$ cat src/rtl/score_tracker_pkg.sv
// Shared game constants: state encoding and score limits.
// Imported by the score tracker and its interface users.
package score_tracker_pkg;

  localparam int SCORE_W = 7;
  localparam int MAX_SCORE = 99;

  typedef enum logic [1:0] {
    ST_IDLE = 2'd0,
    ST_PLAY = 2'd1,
    ST_OVER = 2'd2
  } state_t;

endpackage

$ cat src/rtl/score_tracker_if.sv
// Game event pulses in, display values out.
// master = game logic side, slave = score tracker.
interface score_tracker_if #(
  parameter int SCORE_W = 7
);

  logic               i_Start;
  logic               i_Point;
  logic               i_Game_Over;
  logic [SCORE_W-1:0] o_Score;
  logic [SCORE_W-1:0] o_High_Score;
  logic               o_Show_High;
  logic               o_New_Record;
  logic               o_Playing;

  modport master (
    output i_Start, i_Point, i_Game_Over,
    input  o_Score, o_High_Score, o_Show_High,
    input  o_New_Record, o_Playing
  );

  modport slave (
    input  i_Start, i_Point, i_Game_Over,
    output o_Score, o_High_Score, o_Show_High,
    output o_New_Record, o_Playing
  );

endinterface

$ cat src/rtl/score_tracker_display_toggle_timer.sv
// Free-running 0..TOGGLE_CLKS-1 counter with clear/enable.
// Emits a one-cycle wrap pulse for blink effects.
module display_toggle_timer #(
  parameter int TOGGLE_CLKS = 12500000
) (
  input  logic i_Clk,
  input  logic i_Rst,
  input  logic i_Clr,
  input  logic i_En,
  output logic o_Wrap
);

  localparam int CW = (TOGGLE_CLKS > 1) ? $clog2(TOGGLE_CLKS) : 1;
  localparam logic [CW-1:0] LAST = CW'(TOGGLE_CLKS - 1);

  logic [CW-1:0] cnt;

  assign o_Wrap = i_En && !i_Clr && (cnt == LAST);

  // Count while enabled, wrap at LAST, clear has priority
  always_ff @(posedge i_Clk) begin
    if (i_Rst || i_Clr) begin
      cnt <= '0;
    end else if (i_En) begin
      cnt <= (cnt == LAST) ? '0 : cnt + 1'b1;
    end
  end

endmodule

$ cat src/rtl/score_tracker.sv
// Game score keeper: saturating score, session high score,
// and final/high alternation after game over.
module score_tracker
  import score_tracker_pkg::*;
#(
  parameter int MAX_SCORE   = score_tracker_pkg::MAX_SCORE,
  parameter int SCORE_W     = score_tracker_pkg::SCORE_W,
  parameter int TOGGLE_CLKS = 12500000
) (
  input logic            i_Clk,
  input logic            i_Rst,
  score_tracker_if.slave bus
);

  localparam logic [SCORE_W:0] MAX_EXT = (SCORE_W+1)'(MAX_SCORE);

  state_t             state;
  logic [SCORE_W-1:0] score;
  logic [SCORE_W-1:0] high;
  logic [SCORE_W-1:0] disp;
  logic               show_high;
  logic               new_rec;
  logic               playing;

  logic [SCORE_W:0]   inc;
  logic [SCORE_W-1:0] nxt;
  logic               wrap;
  logic               tmr_clr;
  logic               tmr_en;

  assign inc = {1'b0, score} + (SCORE_W+1)'(1);

  // Next score in PLAY: point counted first, held at ceiling
  always_comb begin
    nxt = score;
    if (bus.i_Point && inc <= MAX_EXT) begin
      nxt = inc[SCORE_W-1:0];
    end
  end

  assign tmr_en  = (state == ST_OVER);
  assign tmr_clr = (state != ST_OVER) || bus.i_Start;

  display_toggle_timer #(
    .TOGGLE_CLKS(TOGGLE_CLKS)
  ) u_tmr (
    .i_Clk (i_Clk),
    .i_Rst (i_Rst),
    .i_Clr (tmr_clr),
    .i_En  (tmr_en),
    .o_Wrap(wrap)
  );

  // Game FSM with registered display outputs
  always_ff @(posedge i_Clk) begin
    if (i_Rst) begin
      state     <= ST_IDLE;
      score     <= '0;
      high      <= '0;
      disp      <= '0;
      show_high <= 1'b1;
      new_rec   <= 1'b0;
      playing   <= 1'b0;
    end else begin
      unique case (state)
        ST_IDLE: begin
          disp      <= high;
          show_high <= 1'b1;
          if (bus.i_Start) begin
            state     <= ST_PLAY;
            score     <= '0;
            disp      <= '0;
            show_high <= 1'b0;
            new_rec   <= 1'b0;
            playing   <= 1'b1;
          end
        end
        ST_PLAY: begin
          score <= nxt;
          disp  <= nxt;
          if (bus.i_Game_Over) begin
            state     <= ST_OVER;
            playing   <= 1'b0;
            show_high <= 1'b0;
            if (nxt > high) begin
              high    <= nxt;
              new_rec <= 1'b1;
            end
          end
        end
        ST_OVER: begin
          if (bus.i_Start) begin
            state     <= ST_PLAY;
            score     <= '0;
            disp      <= '0;
            show_high <= 1'b0;
            new_rec   <= 1'b0;
            playing   <= 1'b1;
          end else if (wrap) begin
            show_high <= !show_high;
            disp      <= show_high ? score : high;
          end
        end
        default: begin
          state <= ST_IDLE;
        end
      endcase
    end
  end

  assign bus.o_Score      = disp;
  assign bus.o_High_Score = high;
  assign bus.o_Show_High  = show_high;
  assign bus.o_New_Record = new_rec;
  assign bus.o_Playing    = playing;

endmodule

$ cat src/flat_wrapper.sv
// flat-port wrapper written by rule: the top's interface ports become plain ports
module score_tracker_flat import score_tracker_pkg::*;
#(
  parameter int MAX_SCORE   = score_tracker_pkg::MAX_SCORE,
  parameter int SCORE_W     = score_tracker_pkg::SCORE_W,
  parameter int TOGGLE_CLKS = 12500000
)
  (i_Clk, i_Rst, bus_i_Start, bus_i_Point, bus_i_Game_Over, bus_o_Score, bus_o_High_Score, bus_o_Show_High, bus_o_New_Record, bus_o_Playing);
  score_tracker_if #(.SCORE_W(SCORE_W)) bus_i ();
  input logic i_Clk;
  input logic i_Rst;
  input wire logic [$bits(bus_i.i_Start)-1:0] bus_i_Start;
  input wire logic [$bits(bus_i.i_Point)-1:0] bus_i_Point;
  input wire logic [$bits(bus_i.i_Game_Over)-1:0] bus_i_Game_Over;
  output wire logic [$bits(bus_i.o_Score)-1:0] bus_o_Score;
  output wire logic [$bits(bus_i.o_High_Score)-1:0] bus_o_High_Score;
  output wire logic [$bits(bus_i.o_Show_High)-1:0] bus_o_Show_High;
  output wire logic [$bits(bus_i.o_New_Record)-1:0] bus_o_New_Record;
  output wire logic [$bits(bus_i.o_Playing)-1:0] bus_o_Playing;
  assign bus_i.i_Start = bus_i_Start;
  assign bus_i.i_Point = bus_i_Point;
  assign bus_i.i_Game_Over = bus_i_Game_Over;
  assign bus_o_Score = bus_i.o_Score;
  assign bus_o_High_Score = bus_i.o_High_Score;
  assign bus_o_Show_High = bus_i.o_Show_High;
  assign bus_o_New_Record = bus_i.o_New_Record;
  assign bus_o_Playing = bus_i.o_Playing;
  score_tracker #(.MAX_SCORE(MAX_SCORE), .SCORE_W(SCORE_W), .TOGGLE_CLKS(TOGGLE_CLKS)) u_core (.i_Clk(i_Clk), .i_Rst(i_Rst), .bus(bus_i));
endmodule
$ cat config.mk
export PLATFORM = sky130hd
export DESIGN_NAME = score_tracker_flat
export DESIGN_NICKNAME = d
export VERILOG_FILES = /design/src/rtl/score_tracker_pkg.sv /design/src/rtl/score_tracker_if.sv /design/src/rtl/score_tracker_display_toggle_timer.sv /design/src/rtl/score_tracker.sv /design/src/flat_wrapper.sv
export SDC_FILE = /design/constraint.sdc
export NUM_CORES = 1
export LEC_CHECK = 0
export CORE_ASPECT_RATIO = 1.25
export CORE_UTILIZATION = 50
export DETAILED_ROUTE_END_ITERATION = 10
export PLACE_DENSITY = 0.7
export RECOVER_POWER = 25
export SYNTH_ARGS = -nofsm -noshare
export SYNTH_HDL_FRONTEND = slang
export SYNTH_SLANG_ARGS = --single-unit
$ cat constraint.sdc
create_clock -name i_Clk -period 5.79 [get_ports i_Clk]
set_clock_uncertainty 0.2 [all_clocks]
set_input_delay 1.158 -clock i_Clk [delete_from_list [all_inputs] [get_ports i_Clk]]
set_output_delay 1.158 -clock i_Clk [all_outputs]
set_load 0.02 [all_outputs]
# ---- After elaboration in Yosys (flattened, before gate mapping)
# Cells that the tools add are included.
dict set report word_totals {
  ff_bits 50
  latch_bits 0
  ram_bits 0
  rom_bits 0
  in_bits 5
  output_inout_bits 17
  wordCells 61
  mem_count 0
}
dict set report op_classes {
  addsub 2
  mul 0
  div_mod_pow 0
  magnitude_cmp 2
  n_eq_ne 8
  shifts 0
  muxes 23
  bitwise_logic 0
  n_reduce_logical 18
}
# cell n
set op_table {}
lappend op_table {{$mux W7} 6}
lappend op_table {{$add A24 B1 Y24 const B} 1}
lappend op_table {{$eq A24 B24 Y1 const B} 1}
lappend op_table {{$mux W24} 1}
lappend op_table {{$pmux W7 S3} 1}
lappend op_table {{$pmux W7 S2} 1}
lappend op_table {{$reduce_and A3 Y1} 3}
lappend op_table {{$add A7 B1 Y8 const B} 1}
lappend op_table {{$le A8 B7 Y1 const B} 1}
lappend op_table {{$mux W1} 8}
lappend op_table {{$gt A7 B7 Y1} 1}
lappend op_table {{$reduce_and A2 Y1} 3}
lappend op_table {{$mux W2} 2}
lappend op_table {{$ne A2 B1 Y1 const B} 2}
lappend op_table {{$ne A2 B2 Y1 const B} 2}
lappend op_table {{$pmux W1 S2} 2}
lappend op_table {{$pmux W2 S2} 1}
lappend op_table {{$reduce_and A4 Y1} 1}
lappend op_table {{$logic_and A1 B1 Y1} 3}
lappend op_table {{$ne A3 B2 Y1 const B} 1}
lappend op_table {{$pmux W1 S3} 1}
lappend op_table {{$reduce_bool A3 Y1} 1}
lappend op_table {{$eq A2 B1 Y1 const B} 1}
lappend op_table {{$eq A2 B2 Y1 const B} 1}
lappend op_table {{5 further kinds} 7}

# ---- Logic depth before layout (Yosys ltp)
dict set report depth {
  depth_word 8
  depth_mapped 15
  mapped_depth_nobuf 14
}

# ---- Cells and area by module
# A second synthesis with hierarchy kept.
dict set report hier_totals {
  cells_unflattened 388
  area_unflattened_um2 3151.8
}
# mod instances cells_per_inst area_each_um2 seq_area_each_um2
set by_module_without_submodules {}
lappend by_module_without_submodules {score_tracker 1 245 1948.1 520.5}
lappend by_module_without_submodules {display_toggle_timer 1 143 1203.7 480.5}

# ---- Worst setup path after synthesis
# OpenSTA, ideal clock, no wires.
dict set report synth_path {
  kind {reg2reg}
  start {reg u_core.score[1]}
  end {reg u_core.high[3] (netlist: u_core.bus.o_High_Score[3])}
  setup_time_ns 0.115
  arrival_ns 3.124
  required_ns 5.475
  path_slack_ns 2.352
  path_stages_with_launch 14
  n_path_buf 1
  synth_period_minus_slack_ns 3.438
  path_cell_list {dfxtp_1 -> buf_2 -> nand2_1 -> or3_4 -> a211oi_4 -> a211oi_1 -> or3_4 -> ha_1 -> nand3_1 -> o31a_1 -> and2_1 -> o21ai_1 -> a21oi_1 -> o21a_1}
}
dict set report synth_via {
  elab_chain_cells 6
}
# item line_no
set synth_rtl {}
lappend synth_rtl {{start: declaration} score_tracker.sv:18} ;# logic [SCORE_W-1:0] score;
lappend synth_rtl {{start signal: assignment} score_tracker.sv:79} ;# score <= nxt;
lappend synth_rtl {{$add A7 B1 Y8 *} score_tracker.sv:31} ;# assign inc = {1'b0, score} + (SCORE_W+1)'(1);
lappend synth_rtl {{$le A8 B7 Y1} score_tracker.sv:36} ;# if (bus.i_Point && inc <= MAX_EXT) begin
lappend synth_rtl {{$logic_and A1 B1 Y1} score_tracker.sv:36}
lappend synth_rtl {{$mux W7 *} score_tracker.sv:36}
lappend synth_rtl {{via u_core.nxt[3]} score_tracker.sv:26} ;# logic [SCORE_W-1:0] nxt;
lappend synth_rtl {{$gt A7 B7 Y1} score_tracker.sv:85} ;# if (nxt > high) begin
lappend synth_rtl {{$reduce_and A3 Y1 (no line)} -}
lappend synth_rtl {{end signal: assignment} score_tracker.sv:86} ;# high <= nxt;
lappend synth_rtl {{end: declaration} score_tracker.sv:19} ;# logic [SCORE_W-1:0] high;
# Mark *: on every way through the listed nets, which the timed path passes. The rest lies on a longest branch.
# A chain may end at the register's enable or synchronous reset.

# ---- Final worst setup path
dict set report layout_path {
  start {in bus_i_Point}
  end {reg u_core.high[4] (netlist: u_core.bus.o_High_Score[4])}
}
dict set report layout_via {
  elab_chain_cells 4
}
# item line_no
set layout_rtl {}
lappend layout_rtl {{start: declaration} flat_wrapper.sv:13} ;# input wire logic [$bits(bus_i.i_Point)-1:0] bus_i_Point;
lappend layout_rtl {{$logic_and A1 B1 Y1 *} score_tracker.sv:36}
lappend layout_rtl {{$mux W7 *} score_tracker.sv:36}
lappend layout_rtl {{via u_core.nxt[4]} score_tracker.sv:26}
lappend layout_rtl {{$gt A7 B7 Y1} score_tracker.sv:85}
lappend layout_rtl {{$reduce_and A3 Y1 (no line)} -}
# Marks and branches as above.

==> impl_metrics.env <==
export IMPL_powerDensity_nw_per_um2=221
export IMPL_use_met3=0.0268
export IMPL_viasPerCell=6.01
export IMPL_yosys_area_share_simple=0.266
export IMPL_ant_nets=0
export IMPL_grt_pass1_vias=2642
export IMPL_cts_htree_levels=2
export IMPL_synth_largest_area_cell="dfxtp_1"
export IMPL_cts_resized=0
export IMPL_drv_slew=0
export IMPL_synth_mux_area_frac=0.0367
export IMPL_placedInstanceArea_sq_um=3300
export IMPL_post_route_drc_count=0
export IMPL_grt_max_degree=29
export IMPL_ys_types=61
export IMPL_detail_route_wl_per_cell_um=16.2
export IMPL_fin_tns_setup_ns=0
export IMPL_netlist_top_cells_area="dfxtp_1 (33%), nor2_1 (5.8%), ha_1 (5.7%)"
export IMPL_initial_core_util=0.524
export IMPL_io_buffers=21
export IMPL_relSlewSlack=0.442
export IMPL_final_area_sq_um=3410
export IMPL_avgSynthCellArea_sq_um=8.03
export IMPL_power_leakage_nw=1.22
export IMPL_layout_worst_path_cycle_share=0.704
export IMPL_cap_violations=0
export IMPL_use_met1=0.297
export IMPL_diodes=0
export IMPL_worst_setup_path_end_kind="flip-flop"
export IMPL_worstSetupPathType="input port to flip-flop"
export IMPL_worst_pin_slew_ns=0.830
export IMPL_num_vias=2837
export IMPL_grt_ovfl_total=0
export IMPL_dr_pass1_iters=5
export IMPL_yosys_warnings=0
export IMPL_required_ns=5.80
export IMPL_cp_start_kind="input port"
export IMPL_synth_main_ff_cell="dfxtp_1"
export IMPL_synth_top_family_by_area="simple AND/OR/NAND/NOR gates"
export IMPL_synth_compound_area_frac=0.199
export IMPL_final_nets=409
export IMPL_die_w_um=72.1
export IMPL_tritoncts="yes"
export IMPL_area_growth_pct=11.2
export IMPL_wirelength_um=7660
export IMPL_place_detailed_hpwl_um=5550
export IMPL_cts_made_buffers=5
export IMPL_ys_seq_area_frac=0.326
export IMPL_reg2reg_slack_ns=1.76
export IMPL_ys_ff_latch=50
export IMPL_use_met2=0.460
export IMPL_crit_fanout=7
export IMPL_dieArea_sq_um=6460
export IMPL_gp_congestion=0.875
export IMPL_syn_num_nets=401
export IMPL_fin_crit_ns=4.08
export IMPL_clkTransAtPathRegs_ns=0.10
export IMPL_clock_root_buffer="clkbuf_8"
export IMPL_ir_drop_mv=0.119
export IMPL_clk_path_buf_depth=2
export IMPL_synth_xor_area_share=0.0685
export IMPL_antenna_found_initial=0
export IMPL_synth_edf_count=0
export IMPL_coreArea_sq_um=5860
export IMPL_hold_violations=0
export IMPL_drive_gt1_frac=0.0436
export IMPL_setup_viol=0
export IMPL_hold_path_class="flip-flop to flip-flop"
export IMPL_cts_sinks=50
export IMPL_syn_area_sq_um=3070
export IMPL_synth_adder_area_share=0.0571
export IMPL_grt_pass1_wl_um=12500
export IMPL_fmax_mhz=245
export IMPL_synthCells=382
export IMPL_rsz0062_at_grt="no"
export IMPL_std_cell_rows=31
export IMPL_io_pins=22
export IMPL_die_h_um=89.6
export IMPL_grt_total_usage=0.250
export IMPL_arrival_ns=4.09
export IMPL_cts_setup_buffers=0
export IMPL_hold_buffers=0
export IMPL_grt_busiest_layer="met2"
export IMPL_drtIter0Drc=236
export IMPL_synth_top_cell_area_share=0.326
export IMPL_clk_latency_ns=0.31
export IMPL_synthArstFlopShare=0
export IMPL_fillers=563
export IMPL_status="completed"
==> layer usage <==
| metal | share of wire | wire length [um] |
|---|---|---|
| met5 | 0 | 0 |
| met4 | 0.031 | 240 |
| met3 | 0.037 | 285 |
| met2 | 0.50 | 3790 |
| met1 | 0.44 | 3340 |
==> power by group <==
group          leakage, nW  switching (mW)  internal, mW
Combinational        0.758          0.0819        0.0475
Clock               0.0573           0.119         0.138
Sequential           0.404          0.0120         0.354
==> per-stage QoR <==
stage	power [mW]	hold slack, ns	std cells	setup slack, ns	util
4_1_cts	0.756	0.290	472	1.74	0.582
3_5_place_dp	0.504	0.276	465	1.46	0.563
3_3_place_gp	0.501	0.265	465	1.58	0.563
5_1_grt	0.783	0.317	472	1.49	0.582
6_report	0.752	0.291	472	1.71	0.582
2_1_floorplan	0.460	0.272	382	2.35	-
==> synth_stat cells, types with 3 or more instances <==
library cell,n
dfxtp_1,50
nor2_1,47
nand2_1,31
a21oi_1,20
o21ai_0,19
ha_1,14
inv_1,14
clkbuf_1,13
nand3_1,13
nand4_1,13
nor3_1,13
xnor2_1,12
xor2_1,12
mux2i_1,9
and3_1,8
buf_2,6
nor2b_1,6
o21a_1,6
a211oi_1,5
nor4_1,5
a21o_1,3
a31oi_1,3
and4_1,3
nor3b_1,3
o211ai_1,3
o32ai_1,3
or3_1,3
==> cells by family (layout without fill, tap and decap cells) <==
| logic type | count (synthesis) | after routing |
|---|---|---|
| xor gates and xnor gates | 24 | 24 |
| buffers and inverters | 35 | 43 |
| and+or+nand+nor | 159 | 159 |
| adders and majority gates | 14 | 14 |
| AOI/OAI and AO/OA | 89 | 89 |
| DFF | 50 | 50 |
| muxes | 11 | 11 |
==> sequential cells by signal, summed over array words and instances, names as in the netlist <==
name / cells
u_core.u_tmr.cnt: 24
u_core.bus.o_High_Score: 7
u_core.bus.o_Score: 7
u_core.score: 7
u_core.state: 2
u_core.bus.o_New_Record: 1
u_core.bus.o_Playing: 1
u_core.bus.o_Show_High: 1
==> final timing paths <==
| path | endpoint | from | cells after the start |
|---|---|---|---|
| worst max-delay path | u_core.bus.o_High_Score[4] | bus_i_Point | 12 |
| worst min-delay path | u_core.bus.o_High_Score[1] | u_core.bus.o_High_Score[1] | 2 |
| worst max register to register | u_core.bus.o_High_Score[4] | u_core.score[4] | 12 |
| worst min register to register | u_core.bus.o_High_Score[1] | u_core.bus.o_High_Score[1] | 2 |
==> cell type report <==
cell class	count	area [sq um]	area share
well taps	82	103	0.0301
flip-flops and latches	50	1000	0.293
inverters	14	52.6	0.0154
multi-input cells	297	1920	0.564
clock buffers	6	82.6	0.0242
repair buffers	22	218	0.0638
clock inverters	1	30.0	0.00880
==> cell usage in the layout, fill, tap and decap left out, types with 3 or more instances in the layout <==
cell type        synthesis  final
and4_1                   3      3
xor2_1                  12     12
o21a_1                   6      6
and3_1                   8      8
a21o_1                   3      3
a21oi_1                 20     20
nor4_1                   5      5
dfxtp_1                 50     50
nand4_1                 13     13
nor2_1                  47     47
nor3b_1                  3      3
nor3_1                  13     13
dlygate4sd3_1            0     14
nor2b_1                  6      6
a211oi_1                 5      5
clkbuf_8                 0      6
ha_1                    14     14
clkdlybuf4s50_1          0      7
mux2i_1                  9      9
or3_1                    3      3
xnor2_1                 12     12
o32ai_1                  3      3
nand2_1                 31     31
a31oi_1                  3      3
nand3_1                 13     13
o211ai_1                 3      3
inv_1                   14     14
o21ai_0                 19     19
==> critical path, stage by stage <==
cell,delay (ns)
clkdlybuf4s50_1,0.60
o21a_1,0.27
nand4_1,0.13
a21oi_2,0.23
xor2_1,0.28
ha_1,0.31
nand3_1,0.12
o21bai_1,0.13
a31oi_1,0.14
o21ai_1,0.45
a21oi_1,0.14
o21a_1,0.12
Power figures use the tool's default switching activity.
